--- src/rtl/oled_pkg.sv ---
// Shared definitions for the OLED SPI byte arbiter.
//   - requester index constants and default requester count
//   - arbiter FSM state encoding
//   - byte payload (D/C flag + data) as carried to SpiCtrl
package oled_pkg;

  localparam int unsigned NREQ_DEF = 3;

  // Requester slots on the arbiter.
  localparam int unsigned REQ_INIT = 0;  // init command stream
  localparam int unsigned REQ_PAGE = 1;  // page/column command stream
  localparam int unsigned REQ_PIX  = 2;  // pixel data stream

  localparam int unsigned BYTE_W = 8;
  localparam int unsigned BCNT_W = 5;

  typedef enum logic [1:0] {
    ST_IDLE    = 2'd0,
    ST_LOAD    = 2'd1,
    ST_XFER    = 2'd2,
    ST_RELEASE = 2'd3
  } arb_state_e;

  // One byte as presented to SpiCtrl together with the OLED D/C level.
  typedef struct packed {
    logic              dc;
    logic [BYTE_W-1:0] data;
  } spi_byte_t;

  // Index width for n requesters, never narrower than one bit.
  function automatic int unsigned idx_w(input int unsigned n);
    return (n > 1) ? $clog2(n) : 1;
  endfunction

endpackage

--- src/rtl/spi_arbiter_rr_pick.sv ---
// Round-robin winner selection (purely combinational).
// Ports:
//   req   - per-requester request levels
//   last  - index of the previous owner; search starts at (last+1) mod NREQ
//   win   - one-hot winner, all-zero when nothing requests
//   valid - at least one request is present
module rr_pick
  import oled_pkg::*;
#(
  parameter int unsigned NREQ = NREQ_DEF,
  localparam int unsigned IW  = idx_w(NREQ)
) (
  input  logic [NREQ-1:0] req,
  input  logic [IW-1:0]   last,
  output logic [NREQ-1:0] win,
  output logic            valid
);

  logic [IW-1:0] w_k;

  // Walk the ring starting just after the previous owner; first hit wins.
  always_comb begin
    win   = '0;
    valid = 1'b0;
    w_k   = '0;
    for (int unsigned i = 1; i <= NREQ; i++) begin
      w_k = IW'((32'(last) + i) % NREQ);
      if (!valid && req[w_k]) begin
        win[w_k] = 1'b1;
        valid    = 1'b1;
      end
    end
  end

endmodule

--- src/rtl/spi_arbiter.sv ---
// Byte-level arbiter sharing one SpiCtrl between several OLED command/data
// sources. Each grant moves one byte; a requester holding lock keeps the
// grant across consecutive bytes, capped at MAX_BURST while others wait.
// Ports:
//   clk, rst      - clock, asynchronous active-high reset
//   req, lock     - per-requester byte request and burst lock (levels)
//   data_in       - byte k on data_in[8k+7:8k]
//   dc_in         - per-requester D/C level (0 command, 1 data)
//   gnt           - one-hot current owner
//   done          - one-cycle pulse to the owner when its byte is out
//   spi_en        - start/hold strobe to SpiCtrl
//   spi_data, dc  - byte and D/C line presented to SpiCtrl / panel
//   spi_fin       - SpiCtrl byte-complete flag
//   busy          - arbiter is not idle
module spi_arbiter
  import oled_pkg::*;
#(
  parameter int unsigned NREQ      = NREQ_DEF,
  parameter int unsigned MAX_BURST = 16
) (
  input  logic                   clk,
  input  logic                   rst,
  input  logic [NREQ-1:0]        req,
  input  logic [NREQ-1:0]        lock,
  input  logic [BYTE_W*NREQ-1:0] data_in,
  input  logic [NREQ-1:0]        dc_in,
  output logic [NREQ-1:0]        gnt,
  output logic [NREQ-1:0]        done,
  output logic                   spi_en,
  output logic [BYTE_W-1:0]      spi_data,
  input  logic                   spi_fin,
  output logic                   dc,
  output logic                   busy
);

  localparam int unsigned       IW        = idx_w(NREQ);
  localparam logic [BCNT_W-1:0] BURST_CAP = BCNT_W'(MAX_BURST);
  localparam logic [IW-1:0]     LAST_RST  = IW'(NREQ - 1);

  arb_state_e        r_state, w_state_nxt;
  logic [NREQ-1:0]   r_gnt, w_gnt_nxt;
  logic [NREQ-1:0]   r_done, w_done_nxt;
  logic              r_spi_en, w_spi_en_nxt;
  spi_byte_t         r_byte, w_byte_nxt;
  logic              r_busy, w_busy_nxt;
  logic [BCNT_W-1:0] r_bcnt, w_bcnt_nxt;
  logic [IW-1:0]     r_last, w_last_nxt;
  logic [IW-1:0]     r_owner, w_owner_nxt;

  spi_byte_t         w_bytes [NREQ];
  logic [NREQ-1:0]   w_win;
  logic              w_win_valid;
  logic [IW-1:0]     w_win_idx;
  logic              w_others;
  logic              w_cont;

  // Per-requester byte + D/C view of the flat input buses.
  for (genvar g = 0; g < NREQ; g++) begin : g_unpack
    assign w_bytes[g] = {dc_in[g], data_in[BYTE_W*g +: BYTE_W]};
  end

  rr_pick #(
    .NREQ (NREQ)
  ) u_rr_pick (
    .req   (req),
    .last  (r_last),
    .win   (w_win),
    .valid (w_win_valid)
  );

  // One-hot winner to index.
  always_comb begin
    w_win_idx = '0;
    for (int unsigned i = 0; i < NREQ; i++) begin
      if (w_win[i]) w_win_idx = IW'(i);
    end
  end

  // Burst continuation: owner still locked and requesting, and either under
  // the cap or nobody else is waiting (the cap only exists for fairness).
  assign w_others = |(req & ~r_gnt);
  assign w_cont   = lock[r_owner] & req[r_owner] &
                    ((r_bcnt < BURST_CAP) | ~w_others);

  // State and datapath registers.
  always_ff @(posedge clk or posedge rst) begin
    if (rst) begin
      r_state  <= ST_IDLE;
      r_gnt    <= '0;
      r_done   <= '0;
      r_spi_en <= 1'b0;
      r_byte   <= '{dc: 1'b1, data: '0};
      r_busy   <= 1'b0;
      r_bcnt   <= '0;
      r_last   <= LAST_RST;
      r_owner  <= '0;
    end else begin
      r_state  <= w_state_nxt;
      r_gnt    <= w_gnt_nxt;
      r_done   <= w_done_nxt;
      r_spi_en <= w_spi_en_nxt;
      r_byte   <= w_byte_nxt;
      r_busy   <= w_busy_nxt;
      r_bcnt   <= w_bcnt_nxt;
      r_last   <= w_last_nxt;
      r_owner  <= w_owner_nxt;
    end
  end

  // Next-state logic.
  always_comb begin
    w_state_nxt = r_state;
    case (r_state)
      ST_IDLE:    if (w_win_valid) w_state_nxt = ST_LOAD;
      ST_LOAD:    w_state_nxt = ST_XFER;
      ST_XFER:    if (spi_fin) w_state_nxt = ST_RELEASE;
      ST_RELEASE: w_state_nxt = w_cont ? ST_LOAD : ST_IDLE;
      default:    w_state_nxt = ST_IDLE;
    endcase
  end

  // Output / datapath next values. spi_en only rises from LOAD, so data and
  // D/C always settle one cycle ahead and spi_en drops for at least
  // RELEASE+LOAD between bytes.
  always_comb begin
    w_gnt_nxt    = r_gnt;
    w_done_nxt   = '0;
    w_spi_en_nxt = r_spi_en;
    w_byte_nxt   = r_byte;
    w_bcnt_nxt   = r_bcnt;
    w_last_nxt   = r_last;
    w_owner_nxt  = r_owner;
    w_busy_nxt   = (w_state_nxt != ST_IDLE);
    case (r_state)
      ST_IDLE: begin
        if (w_win_valid) begin
          w_gnt_nxt   = w_win;
          w_owner_nxt = w_win_idx;
          w_byte_nxt  = w_bytes[w_win_idx];
          w_bcnt_nxt  = '0;
        end
      end
      ST_LOAD: begin
        w_spi_en_nxt = 1'b1;
      end
      ST_XFER: begin
        if (spi_fin) begin
          w_spi_en_nxt = 1'b0;
          w_done_nxt   = r_gnt;
          if (r_bcnt < BURST_CAP) w_bcnt_nxt = r_bcnt + BCNT_W'(1);
        end
      end
      ST_RELEASE: begin
        if (w_cont) begin
          w_byte_nxt = w_bytes[r_owner];
        end else begin
          w_gnt_nxt  = '0;
          w_last_nxt = r_owner;
        end
      end
      default: begin
        w_gnt_nxt    = '0;
        w_spi_en_nxt = 1'b0;
      end
    endcase
  end

  assign gnt      = r_gnt;
  assign done     = r_done;
  assign spi_en   = r_spi_en;
  assign spi_data = r_byte.data;
  assign dc       = r_byte.dc;
  assign busy     = r_busy;

endmodule

--- config.mk ---
export PLATFORM = sky130hd
export DESIGN_NAME = spi_arbiter
export DESIGN_NICKNAME = d
export VERILOG_FILES = /design/src/rtl/oled_pkg.sv /design/src/rtl/spi_arbiter_rr_pick.sv /design/src/rtl/spi_arbiter.sv
export SDC_FILE = /design/constraint.sdc
export NUM_CORES = 1
export LEC_CHECK = 0
export ABC_CLOCK_PERIOD_IN_PS = 3200
export CORE_ASPECT_RATIO = 2
export CORE_MARGIN = 3
export CORE_UTILIZATION = 45
export DETAILED_ROUTE_END_ITERATION = 7
export PLACE_DENSITY = 0.77
export SLEW_MARGIN = 20
export SYNTH_ARGS = -nofsm -noshare
export SYNTH_HDL_FRONTEND = slang
export SYNTH_HIERARCHICAL = 1
export SYNTH_SLANG_ARGS = --single-unit
--- constraint.sdc ---
create_clock -name clk -period 3.2 [get_ports clk]
set_clock_uncertainty 0.1 [all_clocks]
set_input_delay 0.32 -clock clk [delete_from_list [all_inputs] [get_ports clk]]
set_output_delay 0.32 -clock clk [all_outputs]
set_load 0.05 [all_outputs]
==> results of run 1 <==
[layout make-up]
cell class,instances,area [sq um],share of cell area
multi-input combinational,155,1100,0.439
sequential,28,703,0.280
clock buffer,3,41.3,0.0164
inverter,6,22.5,0.00896
timing repair buffer,56,551,0.219
clock inverter,1,30.0,0.0119
tap,51,63.8,0.0254
[cells in the mapped netlist, types with 2 or more instances]
cell and n:
nand2_1 31, dfrtp_1 26, mux2i_1 21, nor2_1 17, o21ai_0 13, a221o_1 10
mux2_2 9, clkbuf_1 6, inv_1 6, ha_1 5, nor2b_1 5, o21ai_1 5
a21oi_1 4, and2_1 3, buf_2 3, mux2_1 3, nand3b_1 3, xor2_1 3
dfstp_2 2, nand2b_1 2
[worst max-delay path, delay by kind of cell, from the launching register on]
kind / cells / cell delay (ns)
compound gates: 3 / 0.71
fa+ha+maj: 1 / 0.50
buf+inv: 1 / 0.08
flops: 1 / 0.40
mux: 3 / 0.80
simple gates: 2 / 0.14
[stage by stage]
step | cell area (sq um) | power (mW) | hold WS [ns] | cells
after floorplan | 1870 | 1.77 | 0.284 | 199
after global placement | 2440 | 2.19 | 0.384 | 296
after detailed placement | 2440 | 2.20 | 0.399 | 296
after CTS | 2510 | 2.48 | 0.421 | 300
after global routing | 2510 | 2.64 | 0.367 | 300
final | 2510 | 2.47 | 0.311 | 300
[where the power goes]
part | internal [mW] | switching, mW | total (mW)
Combinational | 0.654 | 0.907 | 1.56
Clock | 0.167 | 0.107 | 0.275
Sequential | 0.499 | 0.140 | 0.639
Total | 1.32 | 1.15 | 2.47
[flip-flops by register name (all words and copies together), names as in the netlist]
name and flops:
busy 1, dc 1, done 3, gnt 3
r_bcnt 5, r_last 2, r_owner 2, r_state 2
spi_data 8, spi_en 1
[cell families (layout without fill, tap and decap cells)]
| kind of cell | Yosys count | after routing |
|---|---|---|
| AO/OA/AOI/OAI | 44 | 44 |
| XOR/XNOR | 3 | 3 |
| adder cells (fa/ha/maj) | 5 | 5 |
| buffers and inverters | 16 | 66 |
| flip-flops | 28 | 28 |
| multiplexers | 33 | 33 |
| AND/OR/NAND/NOR | 70 | 70 |
[worst paths after layout]
path / startpoint / endpoint / slack [ns] / cells after the start
max: r_last[0]$_DFFE_PP0P_ / spi_data[6]$_DFFE_PP0P_ / 0.35 / 10
min: rst / r_bcnt[1]$_DFFE_PP0P_ / 0.31 / 2
max reg2reg: r_last[0]$_DFFE_PP0P_ / spi_data[6]$_DFFE_PP0P_ / 0.35 / 10
min reg2reg: r_bcnt[1]$_DFFE_PP0P_ / r_bcnt[1]$_DFFE_PP0P_ / 0.41 / 2
max in group asynchronous: rst / r_last[1]$_DFFE_PP1P_ / 2.30 / 2
min in group clk: r_bcnt[1]$_DFFE_PP0P_ / r_bcnt[1]$_DFFE_PP0P_ / 0.41 / 2
[metal layers]
layer  up-vias  routed length (um)
met5         -                   0
met2        45                2640
met1       827                1770
met4         0                  71
li1        814                   -
met3         6                 169
[what timing repair did]
| item | in CTS | in global routing |
|---|---|---|
| gates resized for setup | 0 | 1 |
| setup buffers | 0 | 0 |
| endpoints found under the setup margin | 0 | 5 |
| hold endpoints to repair | 0 | 0 |
==> results.cfg, run 1 <==
[grt]
grt_pass1_vias = 1695
met1_usage = 0.224
grtUsageMet2 = 0.372
busiest_layer = met2
overflow = 0
antenna_found_initial = 0
grt_pass1_wl_um = 7840
grt_usage = 0.199
use_met3 = 0.0215
grt_max_degree = 29

[cts]
cts.sinks = 28
h-tree-depth = 1
ctsHoldBuffers = 0
cts_tree = yes
numCtsBuffers = 3
clock_latency_ns = 0.27
clockRootBuffer = clkbuf_8
clk_pin_slew_ns = 0.09
clockBufferDepth = 2

[placed_design]
dp_slack_ns = 0.228
place.gp.congestion = 0.767
place_hpwl_um = 3580
io_buffers = 52

[power_and_ir_drop]
p_leak_nw = 1.05
peakVddDrop_uv = 578
power.density_nw_per_um2 = 984

[die]
coreArea_sq_um = 3920
io_pins = 53
start_util = 0.476
rows = 32
die_w_um = 51.6
dieArea_sq_um = 5010
die_h_um = 97.1

[final_layout]
area_delta_synth_final_pct = 34.6
final_common_cell = clkdlybuf4s50_1
fin_util = 0.641
n_antenna_cell = 0
layout_common_cells = clkdlybuf4s50_1, nand2_1, dfrtp_1
fillers = 367
drive_gt1_frac = 0.108
finalNetCount = 291

[setup_path]
end_kind = flip-flop
critPathMaxFanout = 11
critPathKind = reg2reg
slowest_stage = ha_1
path_cells = inv_1 -> ha_1 -> mux2i_1 -> nand2_1 -> a21oi_1 -> o21a_2 -> mux2_1 -> mux2i_1 -> nor2_1 -> a221o_1
worst_ep_arrival_time_ns = 2.91
worstSetupStartpointType = flip-flop
path_common_cell = mux2i_1
cp_slowest_stage_delay_ns = 0.50
worstPathRequired_ns = 3.26

[drt]
routed_wl_um = 4650
first_pass_iters = 4
viasPerCell = 5.64
ant_nets = 0
drt_iter0_markers = 47
num_vias = 1692
drcViolationCount = 0
wl_per_cell_um = 15.5

[synthesis]
synth.area.top_cells = dfrtp_1, mux2i_1, nand2_1
ys.flop_type = dfrtp_1
yosysSeqAreaShare = 0.376
synthSimpleGateAreaFrac = 0.184
synth_adder_area_share = 0.0335
synth_top_area_share = 0.348
synth_area_sq_um = 1870
avgSynthCellArea_sq_um = 9.39
syn_nets = 240
synth_cells = 199
synth-async-reset-ratio = 1.00
synth.distinct_cells = 42
synth_compound_area_frac = 0.173
ys_seq_elements = 28
synth_xor_area_frac = 0.0141
yosysWarnings = 6
synthMuxAreaShare = 0.185
synth_edf_count = 0
synth_top_cell_by_area = dfrtp_1
synth_top_family_by_area = multiplexers

[run]
cap_viol_max_count = 0

[sta]
hold_viol_final = 0
finalSetupViolCount = 0
post-route-min-period_ns = 2.85
drv_slew = 0
worst_pin_slew_ns = 0.599
rsz0062_at_grt = false
relSlewSlack = 0.600
fin_setup_tns_ns = 0
period_share = 0.890
setup_slack_ns = 0.352
max_freq_mhz = 351

[run_status]
status = completed

[min_path]
hold_path.class = in2async
No activity file was read; power rests on OpenSTA's default activity.
==> inputs of run 2 (changes only) <==
--- a/config.mk
+++ b/config.mk
@@ -10,7 +10,7 @@
 export CORE_MARGIN = 3
 export CORE_UTILIZATION = 45
 export DETAILED_ROUTE_END_ITERATION = 7
-export PLACE_DENSITY = 0.77
+export PLACE_DENSITY = 0.76
 export SLEW_MARGIN = 20
 export SYNTH_ARGS = -nofsm -noshare
 export SYNTH_HDL_FRONTEND = slang
==> run 2 against run 1 <==
  * Non-clock buffer count unchanged
  * Via count decreased by 0.24%
  * Cell area barely moved
  * First-iteration DRC count is the same
  * Maximum frequency shrank 5.7%
  * Wire length increased by 2.3%
  * Final cell count is the same
  * Critical path depth unchanged
  * Global-route usage up 0.63 points
==> results.cfg, run 2 (synthesis results as in run 1) <==
[run_status]
status = completed

[placed_design]
place_hpwl_um = 3560
placed_cell_area_sq_um = 2440
placedCellCount = 296
place.gp.congestion = 0.830
io_buffers = 52

[drt]
ant_nets = 0
drt_iter0_markers = 47
num_vias = 1688
routed_wl_um = 4760
first_pass_iters = 4
wl_per_cell_um = 15.9
viasPerCell = 5.63
drcViolationCount = 0

[sta]
max_freq_mhz = 331
worst_pin_slew_ns = 0.624
fin_setup_tns_ns = 0
period_share = 0.944
relSlewSlack = 0.583
post-route-min-period_ns = 3.02
hold_viol_final = 0
finalSetupViolCount = 0
rsz0062_at_grt = false
drv_slew = 0

[final_layout]
final_common_cell = clkdlybuf4s50_1
layout.cells.non_filler = 300
fin_area_sq_um = 2510
drive_gt1_frac = 0.104
area_delta_synth_final_pct = 34.5
n_antenna_cell = 0
layout_common_cells = clkdlybuf4s50_1, nand2_1, dfrtp_1
fin_util = 0.640
largest_register_ffs = 8
finalNetCount = 291

[cts]
clockBufferDepth = 2
cts_tree = yes
cts.sinks = 28
post_cts_buffers = 0
numCtsBuffers = 3
ctsHoldBuffers = 0
cts_resized = 0
clk_pin_slew_ns = 0.10
h-tree-depth = 1
clockRootBuffer = clkbuf_8
clock_latency_ns = 0.28

[die]
dieArea_sq_um = 5010
die_w_um = 51.6
start_util = 0.476
die_h_um = 97.1
io_pins = 53
rows = 32
coreArea_sq_um = 3920

[min_path]
hold_path.class = in2async

[power_and_ir_drop]
peakVddDrop_uv = 542
p_comb_frac = 0.630
power.density_nw_per_um2 = 987
internal_power_mw = 1.32
switching_share = 0.468
total_power_mw = 2.48
power_frac_seq = 0.257
p_leak_nw = 1.05
power.share.clock = 0.113
p_sw_mw = 1.16

[setup_path]
path_cells = inv_1 -> ha_1 -> mux2i_1 -> nand2_1 -> a21oi_1 -> o21a_1 -> mux2_2 -> mux2i_1 -> nor2_1 -> a221o_1
r2r_slack_ns = 0.18
critPathMaxFanout = 11
worstPathRequired_ns = 3.27
path_common_cell = mux2i_1
r2r-start = r_last[0]$_DFFE_PP0P_
cp_slowest_stage_delay_ns = 0.50
slowest_stage = ha_1
cp_top_family = compound AO/OA/AOI/OAI gates
critPathKind = reg2reg
cp_num_buf_inv = 1
end_kind = flip-flop
worstSetupStartpointType = flip-flop
ff2ff_path_depth = 10
worst_ep_arrival_time_ns = 3.09
startpoint = r_last[0]$_DFFE_PP0P_
path_depth = 10
reg2reg_to = spi_data[0]$_DFFE_PP0P_
cp-endpoint = spi_data[0]$_DFFE_PP0P_

[grt]
grt_pass1_wl_um = 8070
grt_max_degree = 29
grt_usage = 0.206
antenna_found_initial = 0
overflow = 0
grt_pass1_vias = 1765

[run]
cap_viol_max_count = 0
run 2: per-stage QoR:
step / hold slack (ns) / worst slack, ns
6_report: 0.318 / 0.180
5_1_grt: 0.366 / 0.00919
4_1_cts: 0.411 / 0.200
3_5_place_dp: 0.388 / 0.219
3_3_place_gp: 0.385 / 0.261
2_1_floorplan: 0.284 / 0.523
run 2: worst min-delay path by stage:
stage                             from                     to  slack, ns
floorplan                          rst         busy$_DFF_PP0_       0.28
global placement    spi_en$_DFFE_PP0P_     spi_en$_DFFE_PP0P_       0.38
detailed placement  spi_en$_DFFE_PP0P_     spi_en$_DFFE_PP0P_       0.39
CTS                 spi_en$_DFFE_PP0P_     spi_en$_DFFE_PP0P_       0.41
global route                       rst  r_bcnt[0]$_DFFE_PP0P_       0.37
finish                             rst  r_bcnt[0]$_DFFE_PP0P_       0.32
run 2: area by class of cell:
type                    count  area [sq um]
clock buffers               3          41.3
clock inverters             1          30.0
fillers                   355          1410
inverters                   6          22.5
multi-input cells         155          1100
flip-flops and latches     28           703
well taps                  51          63.8
repair buffers             56           551
run 2: power groups by stage:
stage          clock network, mW  logic [mW]  registers (mW)
6_report                   0.280        1.56           0.637
5_1_grt                    0.300        1.68           0.657
4_1_cts                    0.284        1.56           0.638
3_5_place_dp                   0        1.56           0.641
3_3_place_gp                   0        1.54           0.643
2_1_floorplan                  0       0.888           0.877
run 2: layer usage:
metal,track usage,wire [um],up-vias
met5,0,0,-
met2,0.377,2690,54
met3,0.0154,159,8
met4,0.0768,79,0
met1,0.236,1830,812
li1,-,-,814
==> inputs of run 3 (changes only) <==
--- a/config.mk
+++ b/config.mk
@@ -10,7 +10,7 @@
 export CORE_MARGIN = 3
 export CORE_UTILIZATION = 45
 export DETAILED_ROUTE_END_ITERATION = 7
-export PLACE_DENSITY = 0.76
+export PLACE_DENSITY = 0.78
 export SLEW_MARGIN = 20
 export SYNTH_ARGS = -nofsm -noshare
 export SYNTH_HDL_FRONTEND = slang
==> run 3 against run 2 <==
  * Wire length increased by 0.86%
  * Sequential share of layout area about the same
  * Final cell count stayed put
  * Clock power fell by 1%
  * Worst hold slack improved by 0.035 ns
  * Largest cell class unchanged
  * Combinational power about the same
  * Critical path depth did not move
  * Worst setup slack better by 0.16 ns
  * Sequential power up 2%
==> results.cfg, run 3 (synthesis results as in run 1) <==
[power_and_ir_drop]
power.density_nw_per_um2 = 989
p_leak_nw = 1.05
peakVddDrop_uv = 553
total_power_mw = 2.49

[setup_path]
critPathMaxFanout = 11
end_kind = flip-flop
worstSetupStartpointType = flip-flop
cp_slowest_stage_delay_ns = 0.49
worstPathRequired_ns = 3.26
slowest_stage = ha_1
path_common_cell = mux2i_1
worst_ep_arrival_time_ns = 2.93
path_cells = inv_1 -> ha_1 -> mux2i_1 -> nand2_1 -> a21oi_1 -> o21a_2 -> mux2_2 -> mux2i_1 -> nor2_1 -> a221o_1
critPathKind = reg2reg

[grt]
grt_usage = 0.199
overflow = 0
antenna_found_initial = 0
grt_pass1_wl_um = 7860
grt_max_degree = 29
grt_pass1_vias = 1803

[die]
rows = 32
start_util = 0.476
die_h_um = 97.1
coreArea_sq_um = 3920
dieArea_sq_um = 5010
io_pins = 53
die_w_um = 51.6

[cts]
h-tree-depth = 1
clock_latency_ns = 0.27
clockBufferDepth = 2
cts.sinks = 28
ctsHoldBuffers = 0
cts_tree = yes
clk_pin_slew_ns = 0.10
clockRootBuffer = clkbuf_8
post_cts_buffers = 0
numCtsBuffers = 3

[min_path]
hold_path.class = in2async

[sta]
relSlewSlack = 0.346
rsz0062_at_grt = false
drv_slew = 0
setup_slack_ns = 0.337
holdWs_ns = 0.353
worst_pin_slew_ns = 0.975
post-route-min-period_ns = 2.86
max_freq_mhz = 349
hold_viol_final = 0
fin_setup_tns_ns = 0
finalSetupViolCount = 0
period_share = 0.895

[final_layout]
layout_common_cells = clkdlybuf4s50_1, nand2_1, dfrtp_1
fillers = 373
area_delta_synth_final_pct = 34.6
fin_area_sq_um = 2510
n_antenna_cell = 0
largest_register_ffs = 8
finalNetCount = 291
drive_gt1_frac = 0.104
final_common_cell = clkdlybuf4s50_1

[drt]
viasPerCell = 5.67
routed_wl_um = 4800
first_pass_iters = 4
drt_iter0_markers = 27
num_vias = 1700
drcViolationCount = 0
ant_nets = 0
wl_per_cell_um = 16.0

[placed_design]
placed_cell_area_sq_um = 2440
dp_slack_ns = 0.193
place_hpwl_um = 3700
io_buffers = 52
place.gp.congestion = 0.814

[run_status]
status = completed

[run]
cap_viol_max_count = 0
run 3: cell count changes in the layout (fill, tap and decap cells not counted), sizes merged:
cell / delta
clkinv: +1
inv: -1
run 3: where the power goes:
part / internal [mW] / switching, mW
logic: 0.654 / 0.907
registers: 0.499 / 0.151
clock network: 0.167 / 0.108
total: 1.32 / 1.17
run 3: worst max-delay path, delay by kind of cell, from the launching register on:
| kind | cells | cell delay, ns |
|---|---|---|
| AND/OR/NAND/NOR | 2 | 0.14 |
| multiplexers | 3 | 0.78 |
| buffers and inverters | 1 | 0.08 |
| adder cells (fa/ha/maj) | 1 | 0.49 |
| flip-flops | 1 | 0.40 |
| AO/OA/AOI/OAI | 3 | 0.76 |
run 3: cell type report:
cell class	instances	area (sq um)	area share
Multi-Input combinational cell	155	1100	0.439
Inverter	6	22.5	0.00896
Clock buffer	3	41.3	0.0164
Clock inverter	1	30.0	0.0119
Timing Repair Buffer	56	551	0.219
Tap cell	51	63.8	0.0254
Sequential cell	28	703	0.280
run 3: what timing repair did:
action | in CTS | in global routing
resized for setup | 0 | 1
endpoints found under the setup margin | 0 | 3
hold endpoints to repair | 0 | 0
run 3: through the flow:
step	utilization	instances
6_report	0.641	300
5_1_grt	0.641	300
4_1_cts	0.640	300
3_5_place_dp	0.622	296
3_3_place_gp	0.622	296
2_1_floorplan	-	199
run 3: final timing paths:
kind                                            start                       to  slack (ns)  cells after the start
worst max-delay path            r_last[0]$_DFFE_PP0P_  spi_data[1]$_DFFE_PP0P_        0.34                     10
worst min-delay path                              rst    r_bcnt[1]$_DFFE_PP0P_        0.35                      2
worst max register to register  r_last[0]$_DFFE_PP0P_  spi_data[1]$_DFFE_PP0P_        0.34                     10
worst min register to register  r_bcnt[1]$_DFFE_PP0P_    r_bcnt[1]$_DFFE_PP0P_        0.41                      2
max in group asynchronous                         rst       gnt[0]$_DFFE_PP0P_        2.20                      2
min in group clk                r_bcnt[1]$_DFFE_PP0P_    r_bcnt[1]$_DFFE_PP0P_        0.41                      2
run 3: layer usage:
metal | vias to the layer above | share of wire | track usage
met1 | 822 | 0.36 | 0.202
met2 | 57 | 0.57 | 0.384
met4 | 0 | 0.020 | 0.0687
met5 | - | 0 | 0
li1 | 813 | - | -
met3 | 8 | 0.043 | 0.0292
